## config.mk

```make
export PLATFORM = sky130hd
export DESIGN_NAME = vend_controller
export DESIGN_NICKNAME = d
export VERILOG_FILES = /design/src/rtl/vend_pkg.sv /design/src/rtl/timeout_counter.sv /design/src/rtl/vend_controller.sv
export SDC_FILE = /design/constraint.sdc
export NUM_CORES = 1
export LEC_CHECK = 0
export CAP_MARGIN = 20
export CORE_ASPECT_RATIO = 1.75
export CORE_MARGIN = 2
export CORE_UTILIZATION = 50
export DETAILED_ROUTE_END_ITERATION = 8
export PLACE_DENSITY = 0.73
export SLEW_MARGIN = 5
export SYNTH_ARGS = -nofsm -noshare
export SYNTH_HDL_FRONTEND = slang
export SYNTH_SLANG_ARGS = --single-unit
```

## constraint.sdc

```tcl
create_clock -name clk -period 3.4 [get_ports clk]
set_clock_uncertainty 0.2 [all_clocks]
set_input_delay 0.68 -clock clk [delete_from_list [all_inputs] [get_ports clk]]
set_output_delay 0.68 -clock clk [all_outputs]
set_load 0.01 [all_outputs]
```

## src/rtl/vend_pkg.sv

```systemverilog
// Shared types and constants for the vending controller: FSM states, legal coin values, change coin codes.
package vend_pkg;

  typedef enum logic [2:0] {
    ST_IDLE,
    ST_COLLECT,
    ST_DISPENSE,
    ST_CHANGE,
    ST_FAULT
  } state_t;

  localparam logic [4:0] COIN_1  = 5'd1;
  localparam logic [4:0] COIN_5  = 5'd5;
  localparam logic [4:0] COIN_10 = 5'd10;

  localparam logic CHG_COIN_1 = 1'b0;
  localparam logic CHG_COIN_5 = 1'b1;

  function automatic logic coin_legal(input logic [4:0] v);
    return (v == COIN_1) || (v == COIN_5) || (v == COIN_10);
  endfunction

endpackage

```

## src/rtl/timeout_counter.sv

```systemverilog
// Counts enabled cycles since the last clear; expired is high on the LIMIT-th enabled cycle.
// Combinational expired flag, saturates at LIMIT-1 so it never wraps.
module timeout_counter #(
  parameter int LIMIT = 16
) (
  input  logic clk,
  input  logic reset,
  input  logic clear,
  input  logic en,
  output logic expired
);
  localparam int CW = (LIMIT > 1) ? $clog2(LIMIT) : 1;
  localparam logic [CW-1:0] LAST = CW'(LIMIT - 1);

  logic [CW-1:0] count;

  always_ff @(posedge clk) begin
    if (reset || clear) begin
      count <= '0;
    end else if (en && (count != LAST)) begin
      count <= count + 1'b1;
    end
  end

  assign expired = en && (count == LAST);

endmodule

```

## src/rtl/vend_controller.sv

```systemverilog
// Vending sequencer: coin credit, product selection, dispense handshake, 5/1 change return.
// All outputs registered one cycle after the triggering strobe; change waits on chg_ready.
module vend_controller
  import vend_pkg::*;
#(
  parameter int PRICE0       = 20,
  parameter int PRICE1       = 15,
  parameter int PRICE2       = 10,
  parameter int PRICE3       = 5,
  parameter int MAX_CREDIT   = 29,
  parameter int IDLE_TIMEOUT = 50000000,
  parameter int DISP_TIMEOUT = 100000000
) (
  input  logic       clk,
  input  logic       reset,
  input  logic       coin_valid,
  input  logic [4:0] coin_value,
  input  logic       sel_valid,
  input  logic [1:0] sel_id,
  input  logic       cancel,
  input  logic       disp_done,
  input  logic       chg_ready,
  output logic [4:0] credit,
  output logic       coin_reject,
  output logic       sel_nack,
  output logic       disp_req,
  output logic [1:0] disp_id,
  output logic       chg_valid,
  output logic       chg_coin,
  output logic       busy,
  output logic       fault
);
  localparam logic [5:0] MAX_C = 6'(MAX_CREDIT);

  state_t     state, state_nxt;
  logic [4:0] credit_q;
  logic [5:0] credit6, credit_nxt, coin_sum, price, chg_left;
  logic       coin_fits, rej_nxt, nack_nxt;
  logic [1:0] disp_id_nxt;
  logic       idle_clear, idle_expired, disp_expired;

  assign credit6   = {1'b0, credit_q};
  assign coin_sum  = credit6 + {1'b0, coin_value};
  assign coin_fits = coin_legal(coin_value) && (coin_sum <= MAX_C);
  assign chg_left  = credit6 - ((chg_coin == CHG_COIN_5) ? 6'd5 : 6'd1);
  assign credit    = credit_q;

  always_comb begin
    case (sel_id)
      2'd0:    price = 6'(PRICE0);
      2'd1:    price = 6'(PRICE1);
      2'd2:    price = 6'(PRICE2);
      default: price = 6'(PRICE3);
    endcase
  end

  // Any strobe counts as activity for the inactivity refund.
  assign idle_clear = (state != ST_COLLECT) || coin_valid || sel_valid || cancel;

  timeout_counter #(.LIMIT(IDLE_TIMEOUT)) u_idle_timer (
    .clk     (clk),
    .reset   (reset),
    .clear   (idle_clear),
    .en      (state == ST_COLLECT),
    .expired (idle_expired)
  );

  timeout_counter #(.LIMIT(DISP_TIMEOUT)) u_disp_timer (
    .clk     (clk),
    .reset   (reset),
    .clear   (state != ST_DISPENSE),
    .en      (state == ST_DISPENSE),
    .expired (disp_expired)
  );

  always_comb begin
    state_nxt   = state;
    credit_nxt  = credit6;
    disp_id_nxt = disp_id;
    rej_nxt     = 1'b0;
    nack_nxt    = 1'b0;
    case (state)
      ST_IDLE: begin
        if (coin_valid) begin
          if (coin_fits) begin
            credit_nxt = coin_sum;
            state_nxt  = ST_COLLECT;
          end else begin
            rej_nxt = 1'b1;
          end
        end
        nack_nxt = sel_valid;
      end
      ST_COLLECT: begin
        if (cancel) begin
          state_nxt = ST_CHANGE;
          rej_nxt   = coin_valid;
          nack_nxt  = sel_valid;
        end else if (coin_valid) begin
          if (coin_fits) credit_nxt = coin_sum;
          else           rej_nxt    = 1'b1;
          nack_nxt = sel_valid;
        end else if (sel_valid) begin
          if (credit6 >= price) begin
            credit_nxt  = credit6 - price;
            disp_id_nxt = sel_id;
            state_nxt   = ST_DISPENSE;
          end else begin
            nack_nxt = 1'b1;
          end
        end else if (idle_expired) begin
          state_nxt = ST_CHANGE;
        end
      end
      ST_DISPENSE: begin
        rej_nxt  = coin_valid;
        nack_nxt = sel_valid;
        if (disp_done)         state_nxt = (credit6 != 6'd0) ? ST_CHANGE : ST_IDLE;
        else if (disp_expired) state_nxt = ST_FAULT;
      end
      ST_CHANGE: begin
        rej_nxt  = coin_valid;
        nack_nxt = sel_valid;
        if (credit6 == 6'd0) begin
          state_nxt = ST_IDLE;
        end else if (chg_valid && chg_ready) begin
          credit_nxt = chg_left;
          if (chg_left == 6'd0) state_nxt = ST_IDLE;
        end
      end
      ST_FAULT: begin
        rej_nxt  = coin_valid;
        nack_nxt = sel_valid;
      end
      default: state_nxt = ST_IDLE;
    endcase
  end

  always_ff @(posedge clk) begin
    if (reset) begin
      state       <= ST_IDLE;
      credit_q    <= '0;
      coin_reject <= 1'b0;
      sel_nack    <= 1'b0;
      disp_req    <= 1'b0;
      disp_id     <= '0;
      chg_valid   <= 1'b0;
      chg_coin    <= CHG_COIN_1;
      busy        <= 1'b0;
      fault       <= 1'b0;
    end else begin
      state       <= state_nxt;
      credit_q    <= credit_nxt[4:0];
      coin_reject <= rej_nxt;
      sel_nack    <= nack_nxt;
      disp_req    <= (state_nxt == ST_DISPENSE);
      disp_id     <= disp_id_nxt;
      chg_valid   <= (state_nxt == ST_CHANGE) && (credit_nxt != 6'd0);
      chg_coin    <= ((state_nxt == ST_CHANGE) && (credit_nxt >= 6'd5)) ? CHG_COIN_5 : CHG_COIN_1;
      busy        <= (state_nxt == ST_DISPENSE) || (state_nxt == ST_CHANGE) || (state_nxt == ST_FAULT);
      fault       <= (state_nxt == ST_FAULT);
    end
  end

endmodule

```

==> results_dict.tcl <==
set metrics [dict create \
    rr_worst_depth 11 \
    cts_max_level 3 \
    die_area_mm2 0.00934 \
    layout_commonest_cell "nor2_1" \
    final_cell_mix "nor2_1, dfxtp_1, buf_4" \
    slowest_delay_ps 440 \
    min_period_over_period 0.972 \
    finalSetupViolations 0 \
    synth_edf_count 0 \
    worst_ep_required_time_ps 3450 \
    track_usage 0.270 \
    p_int_w 0.00164 \
    p_per_area_mw_per_mm2 392 \
    max_cap_violations 0 \
    post_synth_num_cell_types 60 \
    clk_latency_ps 340 \
    swShare 0.242 \
    antenna_found_initial 0 \
    p_clk_frac 0.471 \
    first_global_vias 4420 \
    start_kind "input port" \
    vias 4247 \
    ctsRootBufferMaster "clkbuf_16" \
    worstMarginPinSlew_ps 923 \
    cts_buffer_depth 2 \
    routed_wl_um 11800 \
    drv_slew 0 \
    start_util 0.514 \
    drc_errors 0 \
    fin_crit_ps 3310 \
    syn_nets 571 \
    peakVddDrop_mv 0.322 \
    die_w_um 73.9 \
    path_class "in -> reg" \
    seq_area_mm2 0.00140 \
    cts.sinks 70 \
    seq_power_share 0.385 \
    fin_nets 648 \
    portBuffers 27 \
    wl_per_cell_um 16.1 \
    rsz0062_at_grt "no" \
    fin_area_mm2 0.00551 \
    status "completed" \
    critPathSlowestCell "clkdlybuf4s50_1" \
    crit_path_cell_trace "clkdlybuf4s50_1, ha_2, fa_2, xor2_2, nand2_1, nor4b_4, nor4_1, a211o_1, and4_1, and3_4, a311oi_2" \
    placed_area_mm2 0.00502 \
    globalRoute.totalOverflow 0 \
    fin_ws_ps 94.7 \
    syn_inst 537 \
    area_delta_synth_final_pct 28.9 \
    cts_tree "yes" \
    hp-class "reg -> reg" \
    drt_first_pass_iters 5 \
    ys_seq_elements 70 \
    clk_transition_reported_paths_ps 60 \
    grt_max_degree 28 \
    io_pins 28 \
    fp.dieH_um 126 \
    fillCellCount 696 \
    drive_gt1_frac 0.176 \
    gp_congestion 0.940 \
    core_area_mm2 0.00831 \
    viasPerCell 5.79 \
    syn_area_mm2 0.00428 \
    r2r_start "credit[1]" \
    hold_violations 0 \
    synth_flop_cell "dfxtp_1" \
    drt_iter0_drc 221 \
    diodes 0 \
    leakage_nw 1.97 \
    cp_num_cells 11 \
    critical_path_buf_inv_count 1 \
    ys_seq_area_frac 0.328 \
    multiInputGateArea_mm2 0.00287 \
    syn_avg_cell_area_um2 7.96 \
    relSlewSlack 0.385 \
    post-place-ws_ps -586 \
    power_switching_w 0.000523 \
    async_flop_share 0 \
    crit_path_end_kind "register" \
    drtAntennaViolNets 0 \
    hp-start "u_disp_timer.count[5]" \
    post-dp-hpwl_um 8860 \
    ff2ff_setup_slack_ps 290 \
    cts_made_buffers 9 \
    min_to "u_disp_timer.count[5]" \
    hold_depth 2 \
    grt_pass1_wl_um 19900 \
    cp.arrival_ps 3360 \
    fin_total_pwr_w 0.00216 \
    crit_fanout 3 \
    synth_warnings 0 \
    crit_family "simple AND/OR/NAND/NOR gates" \
    rows 44 \
    r2r-end "chg_valid" \
    p_comb_frac 0.143 \
    max_freq_ghz 0.303 \
]
## tightest hold or removal path, cell delays in order, from the launching register on
cell and delay (ps):
dfxtp_1 310, o21ai_0 70, a21oi_1 60
## what timing repair did
item / CTS / global route
gates resized for setup: 24 / 9
hold buffers: 0 / 0
gates cloned: 0 / 0
setup buffers: 2 / 0
pin swaps: 7 / 5
endpoints found under the setup margin: 3 / 2
endpoints found under the hold margin: 0 / 0
## worst max path at each step
stage,slack (ps),endpoint,start
2_1_floorplan,50,chg_valid,sel_id[0]
3_3_place_gp,-540,chg_valid,sel_id[0]
3_5_place_dp,-590,chg_valid,sel_id[1]
4_1_cts,30,chg_valid,coin_value[0]
5_1_grt,4,chg_valid,coin_value[4]
6_report,90,chg_valid,coin_value[0]
## power by group through the flow
stage,Sequential [W],Combinational [W],Clock (W)
global route,0.000833,0.000335,0.00107
CTS,0.000832,0.000298,0.00103
finish,0.000833,0.000309,0.00102
detailed placement,0.000850,0.000273,0
global placement,0.000850,0.000269,0
floorplan,0.000852,0.000146,0
## cells in the mapped netlist, types with 5 or more instances
cell | instances | share of area
and3_1 | 11 | 0.016
clkbuf_1 | 12 | 0.011
a21oi_1 | 28 | 0.033
nor2_1 | 74 | 0.065
o21ai_0 | 22 | 0.026
nor2b_1 | 8 | 0.012
o211ai_1 | 7 | 0.012
ha_1 | 18 | 0.053
nand2_1 | 50 | 0.044
or3_1 | 16 | 0.023
o21a_1 | 6 | 0.011
dfxtp_1 | 70 | 0.33
nand3_1 | 24 | 0.028
and4_1 | 5 | 0.010
nor3_1 | 16 | 0.019
a31oi_1 | 5 | 0.0073
inv_1 | 20 | 0.018
xor2_1 | 35 | 0.072
and2_1 | 6 | 0.0088
nand4_1 | 16 | 0.023
o31ai_1 | 5 | 0.0088
xnor2_1 | 10 | 0.020
## routing by layer
metal	part of all wire	track usage
met1	0.39	0.288
met2	0.52	0.478
met3	0.031	0.0461
met4	0.058	0.157
met5	0	0
## flip-flops by register name (all words and copies together) (netlist names)
| signal | count |
|---|---|
| sel_nack | 1 |
| u_disp_timer.count | 27 |
| busy | 1 |
| disp_id | 2 |
| fault | 1 |
| chg_valid | 1 |
| disp_req | 1 |
| credit | 5 |
| state | 3 |
| chg_coin | 1 |
| coin_reject | 1 |
| u_idle_timer.count | 26 |
## kinds of logic (layout without fill, tap and decap cells)
kind of cell | Yosys count | count (layout) | share of synthesized area
adders and majority gates | 20 | 20 | 0.0620
xor gates and xnor gates | 45 | 45 | 0.0922
AOI/OAI and AO/OA | 99 | 99 | 0.153
buffers and inverters | 37 | 119 | 0.0345
DFF | 70 | 70 | 0.328
muxes | 5 | 5 | 0.0126
and+or+nand+nor | 261 | 261 | 0.318
## layout make-up
type                            instances  share of cell area
Clock inverter                          5              0.0148
Inverter                               20              0.0136
Clock buffer                           11              0.0441
Sequential cell                        70               0.254
Tap cell                              115              0.0261
Timing Repair Buffer                   83               0.126
Multi-Input combinational cell        430               0.521
## through the flow
stage          cells   util  hold slack, ps  setup TNS (ps)
3_5_place_dp     716  0.604             281           -3520
5_1_grt          734  0.663             345               0
3_3_place_gp     716  0.604             269           -2980
2_1_floorplan    537      -             254               0
4_1_cts          734  0.657             292               0
6_report         734  0.663             290               0
No activity file was read; power rests on OpenSTA's default activity.
